## config.mk

```make
export PLATFORM = sky130hd
export DESIGN_NAME = mem_wb_stage
export DESIGN_NICKNAME = d
export VERILOG_FILES = /design/src/rtl/mem_wb_stage.sv
export SDC_FILE = /design/constraint.sdc
export NUM_CORES = 2
export LEC_CHECK = 0
export CORE_UTILIZATION = 35
export CTS_BUF_LIST = sky130_fd_sc_hd__clkbuf_2
export DETAILED_ROUTE_END_ITERATION = 8
export RECOVER_POWER = 100
export SLEW_MARGIN = 25
export SYNTH_ARGS = -nofsm -noshare
export SYNTH_HDL_FRONTEND = slang
export SYNTH_SLANG_ARGS = --single-unit
```

## constraint.sdc

```tcl
create_clock -name clk -period 86.6 [get_ports clk]
set_clock_uncertainty 0.15 [all_clocks]
set_input_delay 25.98 -clock clk [delete_from_list [all_inputs] [get_ports clk]]
set_output_delay 25.98 -clock clk [all_outputs]
set_load 0.05 [all_outputs]
```

## src/rtl/mem_wb_stage.sv

```systemverilog
// MEM/WB pipeline stage: 64-word data memory plus the register feeding the register-file write port.
// Optional DMEM_BOUNDS_CHECK_EN adds an address range check and a registered mem_fault output.
module mem_wb_stage #(
  parameter int unsigned DEPTH     = 64,
  parameter int unsigned BASE_ADDR = 1024
) (
  input  logic        clk,
  input  logic        rst,
  input  logic        freeze,
  input  logic        wb_en_in,
  input  logic        mem_r_en_in,
  input  logic        mem_w_en_in,
  input  logic [31:0] alu_res_in,
  input  logic [31:0] val_rm_in,
  input  logic [3:0]  dest_in,
  output logic        wb_en,
  output logic [3:0]  dest_wb,
  output logic [31:0] result_wb
`ifdef DMEM_BOUNDS_CHECK_EN
  ,
  output logic        mem_fault
`endif
);

  localparam int          AW   = $clog2(DEPTH);
  localparam logic [31:0] BASE = 32'(BASE_ADDR);

  logic [31:0]   mem [DEPTH];
  logic [31:0]   offset;
  logic [AW-1:0] idx;
  logic [31:0]   rdata;
  logic [31:0]   rdata_cap;
  logic          wr_en;

  logic          wb_en_q;
  logic          mem_r_q;
  logic [31:0]   alu_q;
  logic [31:0]   mdata_q;
  logic [3:0]    dest_q;

  // Low address bits are dropped; out-of-window addresses alias modulo DEPTH.
  assign offset = alu_res_in - BASE;
  assign idx    = AW'(offset >> 2);
  assign rdata  = mem[idx];

`ifdef DMEM_BOUNDS_CHECK_EN
  localparam logic [32:0] LIMIT = 33'(BASE_ADDR) + 33'(DEPTH) * 33'd4;

  logic oob;
  logic fault_q;

  assign oob = (mem_r_en_in | mem_w_en_in) &
               ((alu_res_in < BASE) | ({1'b0, alu_res_in} >= LIMIT));
  assign wr_en     = mem_w_en_in & ~freeze & ~oob;
  assign rdata_cap = oob ? 32'd0 : rdata;

  always_ff @(posedge clk or posedge rst) begin
    if (rst) begin
      fault_q <= 1'b0;
    end else if (!freeze) begin
      fault_q <= oob;
    end
  end

  assign mem_fault = fault_q;
`else
  assign wr_en     = mem_w_en_in & ~freeze;
  assign rdata_cap = rdata;
`endif

  always_ff @(posedge clk or posedge rst) begin
    if (rst) begin
      for (int i = 0; i < DEPTH; i++) begin
        mem[i] <= '0;
      end
    end else if (wr_en) begin
      mem[idx] <= val_rm_in;
    end
  end

  // Read data is sampled before the same-edge write lands, so load+store returns the old word.
  always_ff @(posedge clk or posedge rst) begin
    if (rst) begin
      wb_en_q <= 1'b0;
      mem_r_q <= 1'b0;
      alu_q   <= '0;
      mdata_q <= '0;
      dest_q  <= '0;
    end else if (!freeze) begin
      wb_en_q <= wb_en_in;
      mem_r_q <= mem_r_en_in;
      alu_q   <= alu_res_in;
      mdata_q <= rdata_cap;
      dest_q  <= dest_in;
    end
  end

  assign wb_en     = wb_en_q;
  assign dest_wb   = dest_q;
  assign result_wb = mem_r_q ? mdata_q : alu_q;

endmodule

```

==> results.json <==
{
  "wl_met3_um": 31700,
  "clock.fmax_ghz": 0.0208,
  "worst_setup_path_start_kind": "input port",
  "antenna_found_initial": 34,
  "worstPathMaxFanout": 127,
  "die_h_um": 527,
  "cellInternalPower_uw": 1450,
  "place_hpwl_um": 197000,
  "p_switching_uw": 610,
  "whs_path_depth": 1,
  "cts_root_buf": "clkbuf_2",
  "synth_top_cell_area_share_pct": 54.9,
  "finalCriticalPeriod_ns": 47.97,
  "min_from": "mem[838]",
  "wl_per_cell_um": 32.2,
  "top_layer": "met5",
  "power.share.switching_pct": 29.6,
  "ir_drop_uv": 9.79,
  "hold_viol_final": 0,
  "cts.path.max_buffers": 4,
  "async_flop_share_pct": 100,
  "fin_area_sq_um": 104000,
  "drt_wl_total_um": 347000,
  "core.rowCount": 192,
  "gp_congestion": 0.842,
  "pwr-share-seq_pct": 53.9,
  "postSynthCellCount": 6649,
  "synth_common_cells": "2118 x dfrtp_1, 2077 x mux2_2, 279 x clkbuf_1, 270 x buf_2, 218 x mux4_2",
  "wirelength_met1_um": 141000,
  "fin_util_pct": 38.1,
  "syn_nets": 6723,
  "synth_cell_types": 75,
  "violations": "max-capacitance violations, max-slew violations",
  "fin_nets": 6905,
  "crit_path_end_kind": "asynchronous set/reset pin",
  "viasPerCell": 5.94,
  "drive_above_1_share_pct": 46.4,
  "cts_made_buffers": 561,
  "drv_cap": 132,
  "die_x_um": 527,
  "routed-wl-met2_um": 156000,
  "rrSetupSlack_ns": 82.89,
  "drtIter0Drc": 6427,
  "vias": 64000,
  "synth_edf_count": 0,
  "drtAntennaViolNets": 0,
  "arrival_ns": 49.60,
  "yosys_warnings": 0,
  "drtPass1Iterations": 7,
  "boundaryPins": 111,
  "ff2ff_path_depth": 2,
  "setup_viol": 0,
  "hold_path_class": "reg2reg",
  "r2r-start": "mem_r_q",
  "critPathKind": "in2async",
  "port_buffers": 110,
  "ys_seq_area_share_pct": 54.9,
  "worstSkewPairLatency_ns": 1.81,
  "fillers": 26100,
  "coreArea_sq_um": 274000,
  "synth_area_leaders": "dfrtp_1 55%, mux2_2 24%, mux4_2 5.1%",
  "period_share_pct": 55.4,
  "drc_errors": 0,
  "ctsHtreeMaxLevel": 6,
  "avgSynthCellArea_sq_um": 14.5,
  "grt_usage_pct": 24.7,
  "yosys.area.top_type": "dfrtp_1",
  "slew_violations": 4561,
  "p_clk_share_pct": 33.9,
  "grt_pass1_wl_um": 497000,
  "synth-seq-cells": 2118,
  "synth.most_common_cell": "dfrtp_1",
  "maxSlewHeadroom_pct": -465,
  "synth_ff_type": "dfrtp_1",
  "grt_max_degree": 179,
  "place_inst": 9854,
  "cts_tree": "yes",
  "outcome": "complete, but fails checks",
  "regArea_sq_um": 53000,
  "p_comb_share_pct": 12.2,
  "hold_buffers": 0,
  "cts_resized": 0,
  "rsz0062_at_grt": "false",
  "dieArea_sq_um": 278000,
  "multiInputGateArea_sq_um": 39900,
  "syn_area_sq_um": 96500,
  "overflow": 0,
  "fin_tns_setup_ns": 0,
  "placed_area_sq_um": 101000,
  "r2r_end": "mem_r_q",
  "cts.sinks": 2118,
  "post_cts_buffers": 0,
  "clk_pin_slew_ns": 0.09,
  "p_leak_uw": 0.0498,
  "hold_path_end": "mem[838]",
  "fin_cells": 10800,
  "max_slew.worst_pin.slew_ns": 8.48,
  "required_ns": 88.24,
  "initial_core_util_pct": 35.2,
  "grt_pass1_vias": 66100,
  "syn2layout_area_growth_pct": 8.21,
  "power_density_nw_per_um2": 19.7
}
-- placed cells by master (no fill, tap or decap), types with 36 or more instances in the layout --
cell type | synthesis | final
nor2_1 | 133 | 117
o21ai_0 | 101 | 101
dfrtp_1 | 2118 | 2118
buf_4 | 42 | 102
mux4_2 | 218 | 218
clkbuf_1 | 279 | 102
a22oi_1 | 111 | 111
o22ai_1 | 99 | 99
clkinv_1 | 0 | 59
a22o_1 | 36 | 36
a221oi_1 | 188 | 188
mux2_1 | 118 | 173
clkdlybuf4s50_1 | 0 | 46
clkbuf_2 | 0 | 800
mux2_2 | 2077 | 2067
nand2_1 | 114 | 116
mux2i_1 | 196 | 196
a21oi_1 | 96 | 95
-- worst max path at each step --
stage	end	slack [ns]	cells past startpoint	startpoint
after global placement	mdata_q[24]	54.91	11	alu_res_in[4]
after floorplan	alu_q[0]	0.64	1	rst
after global routing	mem[81]	34.55	8	rst
after detailed placement	mem[1591]	54.83	7	rst
final	mem[2038]	38.63	9	rst
after CTS	result_wb[7]	55.88	3	mem_r_q
-- layout make-up --
type / instances / area share, %
inverters: 17 / 0.0707
well taps: 3589 / 4.30
clock buffers: 800 / 3.84
repair buffers: 314 / 2.10
diodes: 9 / 0.0216
flip-flops and latches: 2118 / 50.8
clock inverters: 110 / 0.712
multi-input cells: 3819 / 38.2
-- layer usage --
| metal | vias up | track usage (%) |
|---|---|---|
| met2 | 3351 | 37.9 |
| met5 | - | 0 |
| met3 | 945 | 6.02 |
| li1 | 25300 | - |
| met4 | 26 | 11.9 |
| met1 | 34400 | 32.8 |
-- metrics by stage --
step | setup WS, ns | total power (uW) | hold slack (ns)
2_1_floorplan | 0.636 | 1300 | 0.296
6_report | 38.63 | 2060 | 0.341
3_3_place_gp | 54.91 | 1370 | 0.310
4_1_cts | 55.88 | 2080 | 0.343
5_1_grt | 34.55 | 2150 | 0.352
3_5_place_dp | 54.83 | 1380 | 0.321
-- worst max-delay path, stage by stage --
cell and delay [ns]:
dlygate4sd3_1 0.55, clkinvlp_2 2.71, clkbuf_1 2.30, clkbuf_1 4.88, clkbuf_1 2.80, clkbuf_1 2.45, clkbuf_1 4.60, clkbuf_1 2.28
buf_16 0.51
-- sequential cells by signal (all words and copies together), names as in the netlist --
signal	cells
mem	2048
wb_en	1
mem_r_q	1
dest_wb	4
mdata_q	32
alu_q	32
-- power by group through the flow --
stage / registers, uW / clock network (uW) / logic [uW]
final: 1110 / 698 / 252
after global routing: 1120 / 767 / 266
after CTS: 1110 / 714 / 253
after detailed placement: 1130 / 0 / 252
after global placement: 1120 / 0 / 246
after floorplan: 1120 / 0 / 177
-- logic make-up (layout without fill, tap and decap cells) --
group	Yosys count	in the layout	synth area share [%]
flops	2118	2118	54.9
compound gates	810	810	6.19
buf+inv	712	1241	3.69
other cells	0	9	0
mux	2658	2658	33.5
simple gates	351	351	1.68
No activity file was read; power rests on OpenSTA's default activity.
